File: src/rtl/cdce_spi_serializer.sv
// CDCE SPI serializer: shifts a 32-bit command word LSB-first over SPI_LE/SPI_CLK/SPI_MOSI.
// Define CDCE_READBACK_EN to capture spi_miso into read_data/read_valid.
module cdce_spi_serializer #(
  parameter int HALF_PERIOD = 2,
  parameter int GAP_CYCLES  = 4
) (
  input  logic        clk,
  input  logic        reset_n,
  input  logic        start_transaction,
  input  logic [31:0] cdce_command,
  output logic        serial_ready,
  output logic        spi_le,
  output logic        spi_clk,
  output logic        spi_mosi,
  input  logic        spi_miso,
  output logic [31:0] read_data,
  output logic        read_valid
);

  typedef enum logic [2:0] {
    IDLE,
    SHIFT_LO,
    SHIFT_HI,
    HOLD,
    GAP
  } state_t;

  localparam logic [7:0] HP_LAST  = 8'(HALF_PERIOD - 1);
  localparam logic [7:0] GAP_LAST = 8'(GAP_CYCLES - 1);
  localparam bit         HAS_GAP  = (GAP_CYCLES != 0);

  state_t      state_q, state_d;
  logic [7:0]  div_q, div_d;
  logic [4:0]  bit_q, bit_d;
  // Bits still to be sent; bit 0 is always the next mosi value.
  logic [30:0] shift_q, shift_d;
  logic        le_q, le_d;
  logic        sclk_q, sclk_d;
  logic        mosi_q, mosi_d;
  logic        ready_q, ready_d;
  logic        div_done;

`ifdef CDCE_READBACK_EN
  logic [30:0] cap_q, cap_d;
  logic [31:0] rdata_q, rdata_d;
  logic        rvalid_q, rvalid_d;
`endif

  assign div_done = (div_q == HP_LAST);

  // NOTE: every signal gets its hold value first, so no path through the case leaves it unassigned and no latch is inferred.
  always_comb begin
    state_d = state_q;
    div_d   = div_q;
    bit_d   = bit_q;
    shift_d = shift_q;
    le_d    = le_q;
    sclk_d  = sclk_q;
    mosi_d  = mosi_q;
    ready_d = ready_q;
`ifdef CDCE_READBACK_EN
    cap_d    = cap_q;
    rdata_d  = rdata_q;
    rvalid_d = 1'b0;
`endif

    unique case (state_q)
      IDLE: begin
        le_d   = 1'b1;
        sclk_d = 1'b0;
        if (ready_q && start_transaction) begin
          shift_d = {1'b0, cdce_command[31:1]};
          mosi_d  = cdce_command[0];
          le_d    = 1'b0;
          ready_d = 1'b0;
          bit_d   = 5'd0;
          div_d   = 8'd0;
          state_d = SHIFT_LO;
        end else begin
          // Ready rises one edge after re-entering IDLE, so a held start waits that cycle.
          ready_d = 1'b1;
        end
      end

      SHIFT_LO: begin
        if (div_done) begin
          div_d   = 8'd0;
          sclk_d  = 1'b1;
          state_d = SHIFT_HI;
        end else begin
          div_d = div_q + 8'd1;
        end
      end

      SHIFT_HI: begin
        if (div_done) begin
          div_d  = 8'd0;
          sclk_d = 1'b0;
`ifdef CDCE_READBACK_EN
          cap_d = {spi_miso, cap_q[30:1]};
`endif
          if (bit_q == 5'd31) begin
            state_d = HOLD;
`ifdef CDCE_READBACK_EN
            rdata_d  = {spi_miso, cap_q};
            rvalid_d = 1'b1;
`endif
          end else begin
            bit_d   = bit_q + 5'd1;
            mosi_d  = shift_q[0];
            shift_d = {1'b0, shift_q[30:1]};
            state_d = SHIFT_LO;
          end
        end else begin
          div_d = div_q + 8'd1;
        end
      end

      HOLD: begin
        if (div_done) begin
          div_d   = 8'd0;
          le_d    = 1'b1;
          mosi_d  = 1'b0;
          state_d = HAS_GAP ? GAP : IDLE;
        end else begin
          div_d = div_q + 8'd1;
        end
      end

      GAP: begin
        if (div_q == GAP_LAST) begin
          div_d   = 8'd0;
          state_d = IDLE;
        end else begin
          div_d = div_q + 8'd1;
        end
      end

      default: begin
        state_d = IDLE;
        div_d   = 8'd0;
        le_d    = 1'b1;
        sclk_d  = 1'b0;
        mosi_d  = 1'b0;
      end
    endcase
  end

  // NOTE: state is updated with non-blocking assignments so every register samples pre-edge values.
  always_ff @(posedge clk or negedge reset_n) begin
    if (!reset_n) begin
      state_q <= IDLE;
      div_q   <= 8'd0;
      bit_q   <= 5'd0;
      shift_q <= 31'd0;
      le_q    <= 1'b1;
      sclk_q  <= 1'b0;
      mosi_q  <= 1'b0;
      ready_q <= 1'b0;
    end else begin
      state_q <= state_d;
      div_q   <= div_d;
      bit_q   <= bit_d;
      shift_q <= shift_d;
      le_q    <= le_d;
      sclk_q  <= sclk_d;
      mosi_q  <= mosi_d;
      ready_q <= ready_d;
    end
  end

  assign serial_ready = ready_q;
  assign spi_le       = le_q;
  assign spi_clk      = sclk_q;
  assign spi_mosi     = mosi_q;

`ifdef CDCE_READBACK_EN
  always_ff @(posedge clk or negedge reset_n) begin
    if (!reset_n) begin
      cap_q    <= 31'd0;
      rdata_q  <= 32'd0;
      rvalid_q <= 1'b0;
    end else begin
      cap_q    <= cap_d;
      rdata_q  <= rdata_d;
      rvalid_q <= rvalid_d;
    end
  end

  assign read_data  = rdata_q;
  assign read_valid = rvalid_q;
`else
  logic unused_miso;
  assign unused_miso = spi_miso;
  assign read_data   = 32'h0;
  assign read_valid  = 1'b0;
`endif

endmodule

File: config.mk
export PLATFORM = sky130hd
export DESIGN_NAME = cdce_spi_serializer
export DESIGN_NICKNAME = d
export VERILOG_FILES = /design/src/rtl/cdce_spi_serializer.sv
export SDC_FILE = /design/constraint.sdc
export NUM_CORES = 1
export LEC_CHECK = 0
export ABC_AREA = 1
export BUFFER_PORTS_ARGS = -buffer_cell sky130_fd_sc_hd__buf_2
export CORE_UTILIZATION = 55
export DETAILED_ROUTE_END_ITERATION = 10
export PLACE_DENSITY_LB_ADDON = 0.15
export SYNTH_ARGS = -nofsm -noshare
export SYNTH_HDL_FRONTEND = slang
export SYNTH_SLANG_ARGS = --single-unit
File: constraint.sdc
create_clock -name clk -period 4.61 [get_ports clk]
set_input_delay 0.922 -clock clk [delete_from_list [all_inputs] [get_ports clk]]
set_output_delay 0.922 -clock clk [all_outputs]
set_load 0.02 [all_outputs]
==> impl_metrics.ini, run 1 <==
[critical_path]
crit_top_cell = nand2_2
path_cells = nor2_1 > nand2_2 > inv_2 > nand2_2 > nand2_4 > nor2_8 > nand2_1 > o21ai_2
start_kind = flip-flop
crit_fanout = 65
critical_path_required_ns = 4.85
worstSetupPathType = reg2reg
slowest_delay_ns = 0.71
slowest_stage = nor2_8
cp-end-kind = flip-flop
worstPathArrival_ns = 3.03

[route]
drc = 0
wl_met2_mm = 2.42
via_per_inst = 4.81
wirelength_mm = 5.20
ant_nets = 0
firstDrtPassIters = 4
vias = 2396
wl_met1_mm = 2.52
post_drt_wl_per_cell_um = 10.4
dr_wl_met3_um = 205
top_layer = met4
drt_iter0_drc = 152

[grt]
grt_pass1_vias = 2148
antenna_found_initial = 0
grt_max_degree = 66
grt-ovfl-total = 0
grt_pass1_wl_mm = 9.40
grt_use_total = 0.194

[synthesis]
syn_area_mm2 = 0.00311
synthTopCellsByCount = nand2_1, dfrtp_1, inv_1, o21ai_0, buf_4
synth_top_flop_cell = dfrtp_1
yosys.area.top_type = dfrtp_1
syn_inst = 393
synth_area_leaders = dfrtp_1, nand2_1, o21ai_2
synth_top_area_frac = 0.402
syn_avg_cell_area_um2 = 7.92
async_reset_ff_frac = 1.00
synth_cell_type_count = 28
yosysMostFrequentCell = nand2_1
synth-edff-count = 0
yosys_warnings = 0
synth-seq-cells = 51
yosysSeqAreaShare = 0.411

[power_and_ir_drop]
p_leak_nw = 1.70
p_sw_mw = 1.05
power.share.combinational = 0.553
p_int_mw = 1.12
p_clk_frac = 0.118
switching_share = 0.484
p_per_area_mw_per_mm2 = 667
p_seq_frac = 0.329
ir_worst_vdd_v = 0.000370

[clock_network]
cts_max_path_buffers = 2
root_buffer = clkbuf_8
numCtsBuffers = 5
clk-insertion-delay-late_ns = 0.31
hold_buffers = 0
cts_tree = built
clk_pin_slew_ns = 0.09
ctsResizeCount = 0
postCtsSetupRepairBufs = 0
htree_num_levels = 2
cts_sinks = 51

[timing]
setup_viol = 0
fin_skew_ns = 0.00322
period_needed_ns = 2.79
final_max_slew_viol_count = 0
tightest_slew_ns = 0.965
max_slew_margin = 0.354
fmax_mhz = 359
period_share = 0.605
hold_viol = 0
layout_setup_ws_ns = 1.82
finalSetupTns_ns = 0
grt_setup_unrepaired = no

[die]
io_pins = 73
start_util = 0.569
row_count = 27
core_area_mm2 = 0.00547
die_x_um = 77.2
dieArea_mm2 = 0.00596
chipHeight_um = 77.2

[run_status]
status = finished, final reports clean

[finish]
multi_input_area_mm2 = 0.00142
fillers = 524
finalNetCount = 465
area_growth_syn_to_layout_pct = 4.66
diodes = 0
drive_gt1_frac = 0.218
design_area_mm2 = 0.00326
regArea_mm2 = 0.00128

[worst_hold_path]
min_path_type = reg2reg

[placement]
dp_hpwl_mm = 3.51
place_area_mm2 = 0.00317
routabilityCongestion = 0.800
post-place-ws_ns = 1.79
io_buffer_count = 38

[job]
max-cap-violations = 0
==> cell families after synthesis <==
logic type | after synthesis | share of synthesized area
flip-flops | 51 | 0.411
buffers and inverters | 96 | 0.172
other | 1 | 0.00121
XOR/XNOR | 3 | 0.00845
adder cells (fa/ha/maj) | 4 | 0.0161
AND/OR/NAND/NOR | 153 | 0.213
AO/OA/AOI/OAI | 85 | 0.178
==> layout make-up <==
type | count | share of cell area
clock buffers | 5 | 0.0211
clock inverters | 3 | 0.00461
inverters | 50 | 0.0576
multi-input cells | 278 | 0.436
flip-flops and latches | 51 | 0.392
well taps | 72 | 0.0277
repair buffers | 39 | 0.0607
==> layer usage <==
metal,GRT usage,up-vias
li1,-,1237
met1,0.262,1097
met2,0.319,54
met3,0.0357,8
met4,0.0509,0
met5,0,-
==> state kept, by name, summed over array words and instances, names as in the netlist <==
| name | count |
|---|---|
| shift_q | 31 |
| div_q | 8 |
| bit_q | 5 |
| state_q | 3 |
| serial_ready | 1 |
| spi_clk | 1 |
| spi_le | 1 |
| spi_mosi | 1 |
==> through the flow <==
stage / std cells / hold slack [ns] / util / power, mW
2_1_floorplan: 425 / 0.442 / - / 1.84
3_3_place_gp: 490 / 0.457 / 0.580 / 1.92
3_5_place_dp: 490 / 0.458 / 0.580 / 1.94
4_1_cts: 498 / 0.482 / 0.595 / 2.21
5_1_grt: 498 / 0.515 / 0.595 / 2.41
6_report: 498 / 0.476 / 0.595 / 2.17
==> power by group through the flow <==
stage | logic [mW] | clock network (mW) | registers, mW
after global placement | 1.20 | 0 | 0.718
final | 1.20 | 0.255 | 0.715
after global routing | 1.39 | 0.279 | 0.735
after CTS | 1.23 | 0.264 | 0.715
after detailed placement | 1.22 | 0 | 0.724
after floorplan | 1.12 | 0 | 0.721
==> worst max-delay path: cells and delay by family (launching register included) <==
kind | cells | cell delay (ns)
and+or+nand+nor | 6 | 1.94
DFF | 1 | 0.43
AOI/OAI and AO/OA | 1 | 0.10
buffers and inverters | 1 | 0.22
==> worst paths after layout <==
| check | end | slack (ns) | start | depth (start not counted) |
|---|---|---|---|---|
| setup / recovery | shift_q[23] | 1.82 | state_q[0] | 8 |
| hold / removal | spi_mosi | 0.48 | spi_mosi | 2 |
| setup reg to reg | shift_q[23] | 1.82 | state_q[0] | 8 |
| hold reg to reg | spi_mosi | 0.48 | spi_mosi | 2 |
| max in group asynchronous | div_q[6] | 3.46 | reset_n | 2 |
| min in group asynchronous | shift_q[3] | 0.72 | reset_n | 2 |
==> layout by cell type, fill, tap and decap left out <==
| master | n |
|---|---|
| a21oi_1 | 4 |
| buf_2 | 38 |
| buf_4 | 1 |
| clkbuf_8 | 5 |
| clkinv_1 | 2 |
| clkinv_2 | 3 |
| conb_1 | 33 |
| dfrtp_1 | 50 |
| dfstp_2 | 1 |
| ha_1 | 4 |
| inv_1 | 45 |
| inv_2 | 3 |
| nand2_1 | 106 |
| nand2_2 | 5 |
| nand2_4 | 1 |
| nand3_1 | 9 |
| nand3b_1 | 2 |
| nand4_1 | 5 |
| nor2_1 | 20 |
| nor2_2 | 2 |
| nor2_8 | 2 |
| o211ai_1 | 1 |
| o21ai_0 | 38 |
| o21ai_1 | 7 |
| o21ai_2 | 31 |
| o21bai_1 | 4 |
| or2_2 | 1 |
| xor2_1 | 3 |
No activity file was read; power rests on OpenSTA's default activity.
==> inputs of run 2 (changes only) <==
ABC_AREA = 0   (was 1)
CORE_UTILIZATION = 53   (was 55)
clock period = 2.6 ns   (was 4.61 ns; I/O delays follow)
==> run 2 against run 1 <==
- worst setup slack worse by 1.4 ns
- largest cell class unchanged
- die area is 1.7% lower
- global-route usage is 1.1 points higher
- non-clock buffer count is 9 higher
- critical endpoint is now bit_q[4]
- critical path depth is 1 lower
- core utilization is 1.8 points higher
- cell count is 17% lower
- clock-buffer cell count is 1 higher
- maximum frequency is 26% higher
- sequential share of layout area is 0.53 points higher
- combinational power is 31% higher
- via count is 3.8% lower
==> impl_metrics.ini, run 2 <==
[route]
drt_iter0_drc = 95
firstDrtPassIters = 4
wirelength_mm = 5.73
drc = 0
via_per_inst = 5.55
post_drt_wl_per_cell_um = 13.8
ant_nets = 0
vias = 2305

[grt]
grt_use_total = 0.204
grt_max_degree = 38
grt-ovfl-total = 0
grt_pass1_vias = 2007
grt_pass1_wl_mm = 9.61
antenna_found_initial = 0

[synthesis]
synth_top_area_frac = 0.425
syn_inst = 310
yosysSeqAreaShare = 0.434
async_reset_ff_frac = 1.00
syn_area_mm2 = 0.00295
syn_avg_cell_area_um2 = 9.51
synth-seq-cells = 51
synth-edff-count = 0
yosys_warnings = 0
synth_cell_type_count = 42
synth_area_leaders = dfrtp_1, mux2i_1, buf_4
synth_top_flop_cell = dfrtp_1
synthTopCellsByCount = dfrtp_1, a21oi_1, buf_4, a31oi_1, mux2i_1
yosysMostFrequentCell = dfrtp_1
yosys.area.top_type = dfrtp_1

[timing]
finalSetupTns_ns = 0
setup_viol = 0
fmax_mhz = 453
grt_setup_unrepaired = no
max_slew_margin = 0.552
fin_skew_ns = 0.00712
tightest_slew_ns = 0.671
hold_viol = 0
period_needed_ns = 2.21
period_share = 0.849
final_max_slew_viol_count = 0

[finish]
reg_top3 = shift_q (31), div_q (8), bit_q (5)
finalNetCount = 384
diodes = 0
final_common_cell = dfrtp_1
multi_input_area_mm2 = 0.00147
regArea_mm2 = 0.00128
area_growth_syn_to_layout_pct = 9.04
largest_register_ffs = 31
drive_gt1_frac = 0.188
regMostFlops = shift_q
utilization = 0.613
finalNonFillerCells = 415
design_area_mm2 = 0.00321
layout_common_cells = dfrtp_1, buf_2, a21oi_1, conb_1
fillers = 470

[placement]
place_area_mm2 = 0.00312
dp_cells = 407
routabilityCongestion = 0.845
dp_hpwl_mm = 3.96
io_buffer_count = 38

[critical_path]
start_kind = flip-flop
rrSetupSlack_ns = 0.39
crit_fanout = 35
worstPathArrival_ns = 2.46
worstSetupPathType = reg2reg
crit-reg2reg-launch = bit_q[0]
r2r_cells = 7
rr_endpoint = bit_q[4]
slowest_stage = dfrtp_1
crit_top_cell = ha_1
path_cells = ha_1 > and3_1 > ha_1 > o31ai_4 > buf_4 > nand4_1 > a21bo_2
cp-end-kind = flip-flop
critical_path_required_ns = 2.85
slowest_delay_ns = 0.42

[clock_network]
postCtsSetupRepairBufs = 0
numCtsBuffers = 5
htree_num_levels = 2
clk_pin_slew_ns = 0.09
cts_sinks = 51
clk-insertion-delay-late_ns = 0.30
root_buffer = clkbuf_8
cts_max_path_buffers = 2
cts_tree = built

[power_and_ir_drop]
p_leak_nw = 1.40
ir_worst_vdd_v = 0.000505
power_mw = 3.39
p_per_area_mw_per_mm2 = 1050

[die]
io_pins = 73
dieArea_mm2 = 0.00586
chipHeight_um = 76.6
start_util = 0.563
core_area_mm2 = 0.00524
row_count = 26
die_x_um = 76.6

[worst_hold_path]
min_path_type = in2async

[run_status]
status = finished, final reports clean

[job]
max-cap-violations = 0
==> run 2: worst max path at each step <==
stage,cells past startpoint,startpoint,end
floorplan,6,div_q[1],bit_q[0]
global placement,5,div_q[0],div_q[1]
detailed placement,5,div_q[0],div_q[1]
CTS,5,div_q[0],div_q[1]
global route,7,bit_q[0],shift_q[15]
finish,7,bit_q[0],bit_q[4]
==> run 2: kinds of logic after synthesis <==
kind of cell	count (synthesis)	synth area share
AOI/OAI and AO/OA	97	0.205
and+or+nand+nor	67	0.112
buffers and inverters	56	0.115
DFF	51	0.434
muxes	34	0.117
adders and majority gates	4	0.0170
other	1	0.00127
==> run 2: final cells by class <==
| type | count | area share |
|---|---|---|
| clock inverter | 2 | 0.00545 |
| clock buffer | 6 | 0.0226 |
| sequential | 51 | 0.398 |
| timing repair buffer | 48 | 0.0864 |
| inverter | 3 | 0.00350 |
| tap | 70 | 0.0273 |
| multi-input combinational | 235 | 0.457 |
==> run 2: critical path: cells and delay by family (launching register included) <==
kind,cells,cell delay (ns)
buffers and inverters,1,0.39
AOI/OAI and AO/OA,2,0.58
DFF,1,0.42
adders and majority gates,2,0.47
and+or+nand+nor,2,0.30
==> run 2: where the power goes <==
group          internal, mW  switching [mW]  leakage (nW)  total (mW)
clock network         0.194           0.267        0.0454       0.461
registers              1.11           0.241         0.604        1.35
logic                 0.613           0.959         0.746        1.57
==> run 2: per-stage QoR <==
step | hold slack, ns | setup slack [ns]
final | 0.225 | 0.392
after detailed placement | 0.492 | 0.293
after global routing | 0.251 | 0.227
after floorplan | 0.224 | 0.631
after global placement | 0.475 | 0.299
after CTS | 0.230 | 0.254
==> run 2: layer usage <==
layer	global-route usage	wire, um
met3	0.0491	269
met1	0.288	2620
met4	0.0519	34
met2	0.316	2800
met5	0	0
==> run 2: repair_timing <==
action,CTS,global route
resized for setup,0,1
hold buffers,0,0
setup endpoints to repair,0,1
